<file path="config.mk">
export PLATFORM = sky130hd
export DESIGN_NAME = mem_access_unit
export DESIGN_NICKNAME = d
export VERILOG_FILES = /design/src/rtl/mem_access_unit.sv
export SDC_FILE = /design/constraint.sdc
export NUM_CORES = 1
export LEC_CHECK = 0
export BUFFER_PORTS_ARGS = -buffer_cell sky130_fd_sc_hd__buf_2
export CORE_ASPECT_RATIO = 1.25
export CORE_MARGIN = 2
export CORE_UTILIZATION = 47
export CTS_CLUSTER_DIAMETER = 30
export DETAILED_ROUTE_END_ITERATION = 8
export GPL_ROUTABILITY_DRIVEN = 1
export PLACE_DENSITY = 0.77
export SLEW_MARGIN = 20
export SYNTH_ARGS = -nofsm -noshare
export SYNTH_HDL_FRONTEND = slang
export SYNTH_SLANG_ARGS = --single-unit
export TNS_END_PERCENT = 1
</file>
<file path="constraint.sdc">
create_clock -name clk -period 2.3 [get_ports clk]
set_clock_uncertainty 0.1 [all_clocks]
set_input_delay 0 -clock clk [delete_from_list [all_inputs] [get_ports clk]]
set_output_delay 0 -clock clk [all_outputs]
set_load 0.1 [all_outputs]
</file>
<file path="src/rtl/mem_access_unit.sv">
// mem_access_unit: sub-word load/store sequencer in front of a word-wide memory.
// Loads return sign/zero-extended bytes and halfwords. Byte and halfword stores
// are performed as read-modify-write so the memory only ever sees full words.
// Optional feature: define MEM_ACCESS_MISALIGN_TRAP_EN to flag misaligned
// halfword/word accesses with err instead of silently aligning them.
module mem_access_unit #(
  parameter int ADDR_WIDTH = 32,
  parameter int DATA_WIDTH = 32
) (
  input  logic                  clk,
  input  logic                  rst_n,
  input  logic                  req,
  input  logic [3:0]            op,
  input  logic [ADDR_WIDTH-1:0] addr,
  input  logic [DATA_WIDTH-1:0] wdata,
  output logic                  busy,
  output logic                  done,
  output logic                  err,
  output logic [DATA_WIDTH-1:0] rdata,
  output logic                  mem_we,
  output logic [ADDR_WIDTH-1:0] mem_a,
  output logic [DATA_WIDTH-1:0] mem_wd,
  input  logic [DATA_WIDTH-1:0] mem_rd
);

  typedef enum logic [1:0] {IDLE, READ, WRITE, DONE} state_t;

  state_t                state;
  logic [3:0]            op_q;
  logic [ADDR_WIDTH-1:0] addr_q;
  logic [DATA_WIDTH-1:0] wdata_q;

  logic                  bad_req;
  logic [DATA_WIDTH-1:0] load_val;
  logic [DATA_WIDTH-1:0] merged;
  logic [DATA_WIDTH-1:0] byte_shift;
  logic [7:0]            rd_byte;
  logic [15:0]           rd_half;

  assign busy   = (state != IDLE);
  assign done   = (state == DONE);
  assign mem_we = (state == WRITE);
  assign mem_a  = {addr_q[ADDR_WIDTH-1:2], 2'b00};

  // Decide at request time whether the access completes immediately with an error
  always_comb begin
    bad_req = (op[1:0] == 2'b11);
`ifdef MEM_ACCESS_MISALIGN_TRAP_EN
    if ((op[1:0] == 2'b01) && addr[0])
      bad_req = 1'b1;
    if ((op[1:0] == 2'b10) && (addr[1:0] != 2'b00))
      bad_req = 1'b1;
`endif
  end

  // Extract the addressed lane from the memory word and extend it for loads
  always_comb begin
    byte_shift = mem_rd >> {addr_q[1:0], 3'b000};
    rd_byte    = byte_shift[7:0];
    rd_half    = addr_q[1] ? mem_rd[31:16] : mem_rd[15:0];
    case (op_q[1:0])
      2'b00:   load_val = op_q[2] ? {24'b0, rd_byte} : {{24{rd_byte[7]}}, rd_byte};
      2'b01:   load_val = op_q[2] ? {16'b0, rd_half} : {{16{rd_half[15]}}, rd_half};
      default: load_val = mem_rd;
    endcase
  end

  // Build the write-back word for sub-word stores by replacing one lane of the read word
  always_comb begin
    merged = mem_rd;
    if (op_q[1:0] == 2'b00) begin
      merged[{addr_q[1:0], 3'b000} +: 8] = wdata_q[7:0];
    end else if (addr_q[1]) begin
      merged[31:16] = wdata_q[15:0];
    end else begin
      merged[15:0] = wdata_q[15:0];
    end
  end

  // Sequencer: latch the request, optionally read, optionally write, then pulse done
  always_ff @(posedge clk) begin
    if (!rst_n) begin
      state   <= IDLE;
      op_q    <= 4'b0;
      addr_q  <= '0;
      wdata_q <= '0;
      rdata   <= '0;
      err     <= 1'b0;
      mem_wd  <= '0;
    end else begin
      case (state)
        IDLE: begin
          err <= 1'b0;
          if (req) begin
            op_q    <= op;
            addr_q  <= addr;
            wdata_q <= wdata;
            if (bad_req) begin
              err   <= 1'b1;
              state <= DONE;
            end else if (op[3] && (op[1:0] == 2'b10)) begin
              mem_wd <= wdata;
              state  <= WRITE;
            end else begin
              state <= READ;
            end
          end
        end
        READ: begin
          if (op_q[3]) begin
            mem_wd <= merged;
            state  <= WRITE;
          end else begin
            rdata <= load_val;
            state <= DONE;
          end
        end
        WRITE: begin
          state <= DONE;
        end
        DONE: begin
          err   <= 1'b0;
          state <= IDLE;
        end
        default: begin
          state <= IDLE;
        end
      endcase
    end
  end

endmodule

</file>
Yosys cells after proc, flatten, opt, wreduce, memory -nomap -nowiden
Cells that the tools add are included.
Cells by class
  equality and inequality tests: 10
  reductions and logical operators: 9
  bitwise operators: 1
  muxes and demuxes: 21
  shifts and indexed selects: 3
  $add $sub $neg: 1
Operators with widths (count)
  2-to-1 mux 32 bit: 7
  case mux 32 bit (2 select lines): 2
  2-to-1 mux 16 bit: 3
  bitwise mux 32 bit: 1
  variable shift 8 x 7 -> 32 bit (first input constant): 1
  variable part select 8 x 7 -> 32 bit: 1
  right shift 32 x 5 -> 8 bit: 1
  equality test 2 bit (second input constant): 4
  != test 2 bit (second input constant): 4
  case mux 2 bit (4 select lines): 1
  negator 5 -> 7 bit: 1
  2-to-1 mux 2 bit: 3
  nonzero test 2 bit: 3
  AND reduction 5 bit: 1
  equality test 2 x 1 -> 1 bit (second input constant): 2
  logical NOT 2 bit: 2
  AND reduction 2 bit: 2
  2-to-1 mux 1 bit: 3
  case mux 1 bit (2 select lines): 1
  logical AND 1 bit: 1
  inverter 1 bit: 1
Storage, ports and cells
  output and inout bits: 100
  input bits: 103
  flip-flop bits (word level): 119
  word-level logic and storage cells: 52

Longest topological paths before layout
  depth after elaboration: 6
  mapped depth: 9
  depth with buffers taken out: 6

Least setup slack after synthesis
Ideal clock, no wire load.
  kind: register -> register
  start: reg addr_q[0]
  end: reg mem_wd[28]
  library setup time: 0.075 ns
  buffers on the path: 3
  period minus slack after synthesis: 2.373 ns
  stages on the path, launching flop included: 10
  required time: 2.125 ns
  path slack: -0.073 ns
  data arrival time: 2.199 ns
  cells stage by stage: dfxtp_1 > buf_2 > buf_1 > inv_1 > ha_1 > nor4bb_1 > clkbuf_1 > and3b_1 > o221ai_1 > a31oi_1
Between the ends
  longest elaborated chain between the ends: 6
  elaborated cells on any way between the ends: 7
  those cells by class: add/sub (1); shift (2); mux (4)
RTL lines
  start, declared: RTL line 30  | logic [ADDR_WIDTH-1:0] addr_q;
  start signal, assigned: RTL line 96  | addr_q <= addr;
  negator 5 -> 7 bit (*): RTL line 72  | merged[{addr_q[1:0], 3'b000} +: 8] = wdata_q[7:0];
  variable part select 8 x 7 -> 32 bit or variable shift 8 x 7 -> 32 bit (tied branches): RTL line 72
  bitwise mux 32 bit (*): RTL line 72
  2-to-1 mux 32 bit (*): RTL line 71  | if (op_q[1:0] == 2'b00) begin
  2-to-1 mux 32 bit (*): RTL line 110  | if (op_q[3]) begin
  case mux 32 bit (2 select lines) (*): RTL line 91  | case (state)
  end signal, assigned: RTL line 102  | mem_wd <= wdata;
  end signal, assigned: RTL line 111  | mem_wd <= merged;
  end, declared: RTL line 22  | output logic [DATA_WIDTH-1:0] mem_wd,
Mark *: on every way between the ends. The rest lies on a longest branch, timed or not. The select of a mux whose other input is x is not followed.
A chain may end at the register's enable or synchronous reset.

Final worst setup path
  start: reg addr_q[0]
  end: reg mem_wd[7]
The elaborated chain is that of the path after synthesis.

==> qor.txt <==
Net count, final - 1,191
min-delay src - mem_rd[15]
syn_area_per_cell - 7.76 sq um
first-pass GRT wire length - 34,000 um
yosys synthesis warning count - 0
Clk Latency, worst-skew pair - 420 ps
fin util - 67.8%
worst-case hold path end point - rdata[15]$_SDFFE_PN0P_
Buf/Inv on CP - 1
met2 Usage GRT - 50.5%
Post-CTS Setup Inserts - 0
worst flop-to-flop path endpoint - mem_wd[7]$_SDFFE_PN0P_
met3 usage - 6.03%
layout cells sized above 1 - 24.4%
crit-path max FO - 8
Num CTS Buffers - 17
RSZ-0062 raised after global routing - false
post-synth cell types - 42
hold depth - 4
most common cell after layout, fill and taps aside - buf_2
CTS tree - built
CTS Root Cell - clkbuf_16
Clk pin slew, worst setup/hold paths - 60 ps
Max Cap Violations - 0
filler cell count - 1,057
Initial Utilization - 48.3%
routed len/inst - 17.6 um
Worst path slowest cell - nor4bb_2
Vias - 7,082
GRT Total Usage - 29.8%
area delta synth->final - 40.5%
Clock Sinks - 119
initial antenna violation count - 1
H-tree Lvls - 4
Leak - 0.00392 uW
core area - 13,300 sq um
met1 usage - 34.7%
Syn Inst Count - 830
number of max-slew violations in the final report - 0
critical path class - reg -> reg
Port Buf Inserts - 200
Detailed Routing Iterations Pass 1 - 8
number of DRC markers in iteration 0 - 744
footprint of the multi-input gates - 3460 sq um
Hold Path Class - in -> reg
reg2reg start - addr_q[0]$_SDFFE_PN0P_
Routability Congestion - 0.971
# IOs - 203
R2R setup slack - 120 ps
period utilization - 94.9%
vias in the first global route - 6,749
FF+latch area - 2380 sq um
Max clock buf depth - 2
Finish-stage setup viols - 0
post-synthesis register bit count - 119
wirelength, routed - 22,300 um
CP cell instances - inv_1 -> ha_1 -> nor4bb_2 -> a221o_1 -> a31oi_1 -> a21oi_1
VDD IR max - 1.05 mV
CP top delay family - simple AND/OR/NAND/NOR gates
die area - 14,700 sq um
hold slack - 44.6 ps
Via density - 5.60
synthesized area - 6440 sq um
FF-to-FF path depth - 6
register area share after synthesis - 37.0%
Slew @ Worst Pin - 882 ps
Cell Pwr Density - 1660 nW/um^2
crit-path max cell delay - 780 ps
Max transition margin - 40.4%
Remaining Overflow, GRT - 0
Routed Antenna Nets - 0
largest net degree at the start of global routing - 65
count of final hold-check violations - 0
fmax - 458 MHz
most frequent cells in the layout - buf_2 (200), nand2_1 (169), dfxtp_1 (118), dlygate4sd3_1 (105), o21ai_0 (76)
chip width - 109 um
startpoint types - flop
drc violations - 0
# rows - 47
crit path DAT - 2420 ps
busiest grt layer - met2
DPL Wire Length - 14,000 um
Worst setup EP type - flop
status - completed
CP required - 2540 ps
crit path time final - 2180 ps
die height - 135 um
==> per-stage QoR <==
| stage | instance area, sq um | power (uW) | cells | setup WS [ps] | TNS [ps] |
|---|---|---|---|---|---|
| floorplan | 6450 | 10600 | 831 | 61.4 | 0 |
| global placement | 7410 | 12000 | 1126 | -88.4 | -669 |
| detailed placement | 7410 | 12100 | 1126 | 189 | 0 |
| CTS | 9030 | 14900 | 1263 | 13.4 | 0 |
| global route | 9050 | 15600 | 1264 | 18.0 | 0 |
| finish | 9050 | 15000 | 1264 | 117 | 0 |
==> cell usage after synthesis <==
library cell | number | area, sq um
a22o_1 | 2 | 17.5
a221oi_1 | 3 | 26.3
nand3_1 | 2 | 10.0
nand2_1 | 170 | 638
nor3_1 | 2 | 10.0
nand2b_1 | 18 | 113
a211oi_1 | 5 | 37.5
dfxtp_1 | 119 | 2380
buf_2 | 17 | 85.1
nor4bb_1 | 2 | 20.0
o211a_1 | 1 | 10.0
a32o_1 | 5 | 50.1
and2_1 | 2 | 12.5
nor4b_1 | 8 | 70.1
o211ai_1 | 5 | 37.5
buf_4 | 32 | 240
o21ai_0 | 76 | 380
a21boi_0 | 53 | 398
conb_1 | 1 | 3.75
nor2_1 | 17 | 63.8
inv_1 | 29 | 109
nor2b_1 | 22 | 138
a31oi_2 | 1 | 12.5
buf_1 | 5 | 18.8
or4_1 | 1 | 7.51
o221ai_1 | 19 | 166
a31oi_1 | 33 | 206
and4b_1 | 1 | 10.0
mux2i_1 | 24 | 240
or2_2 | 1 | 6.26
a31o_2 | 1 | 8.76
o2bb2ai_1 | 1 | 8.76
a221o_1 | 18 | 180
a21oi_1 | 56 | 280
nand4b_1 | 2 | 17.5
o31ai_1 | 6 | 45.0
and3_1 | 4 | 25.0
and3b_1 | 4 | 35.0
ha_1 | 9 | 113
o21ai_1 | 2 | 10.0
clkbuf_1 | 50 | 188
a211oi_2 | 1 | 12.5
==> sequential cells by signal, indices dropped and copies added, names as in the netlist <==
register and flops:
addr_q 32, mem_wd 32, rdata 32, wdata_q 16, op_q 4, state 2, err 1
==> power by group <==
part / internal (uW) / total (uW) / switching [uW]
clock: 1640 / 2570 / 926
sequential: 2800 / 3230 / 432
combinational: 1920 / 9190 / 7270
total: 6360 / 15000 / 8620
==> area by class of cell <==
type                            instances  share of cell area, %
Antenna cell                            1                 0.0276
Clock buffer                           24                   5.21
Clock inverter                          8                   1.08
Inverter                               29                   1.20
Multi-Input combinational cell        579                   38.2
Sequential cell                       119                   26.3
Tap cell                              171                   2.36
Timing Repair Buffer                  333                   25.6
==> cells by family after synthesis <==
logic type                 synth area share (%)
and+or+nand+nor                            18.3
DFF                                        37.0
buffers and inverters                      9.94
AOI/OAI and AO/OA                          29.3
muxes                                      3.73
other                                    0.0582
adders and majority gates                  1.75
==> repair_timing <==
item	4_1_cts	5_1_grt
endpoints found under the hold margin	118	0
gates resized for setup	0	3
hold buffers	105	0
setup endpoints to repair	0	5
==> how the worst max path moves through the flow <==
stage                                       from                 endpoint  slack, ps  cells after the start
after floorplan           addr_q[0]$_SDFFE_PN0P_  mem_wd[28]$_SDFFE_PN0P_         60                      9
after CTS                  state[1]$_SDFFE_PN0P_     op_q[1]$_SDFFE_PN0P_         10                      7
after detailed placement  addr_q[1]$_SDFFE_PN0P_  mem_wd[26]$_SDFFE_PN0P_        190                      7
after global routing      addr_q[1]$_SDFFE_PN0P_  mem_wd[26]$_SDFFE_PN0P_         20                      7
final                     addr_q[0]$_SDFFE_PN0P_   mem_wd[7]$_SDFFE_PN0P_        120                      6
after global placement    addr_q[0]$_SDFFE_PN0P_   mem_wd[3]$_SDFFE_PN0P_        -90                      6
==> layer usage <==
layer / up-vias / wire, um
li1: 3388 / -
met1: 3218 / 8700
met2: 400 / 10600
met3: 76 / 1740
met4: 0 / 1170
met5: - / 0
==> worst register-to-register path, stage by stage (launching register included) <==
cell and delay, ps:
dfxtp_1 320, inv_1 60, ha_1 320, nor4bb_2 780
a221o_1 260, a31oi_1 80, a21oi_1 180
Note: power is estimated with default switching activity, not from simulation.
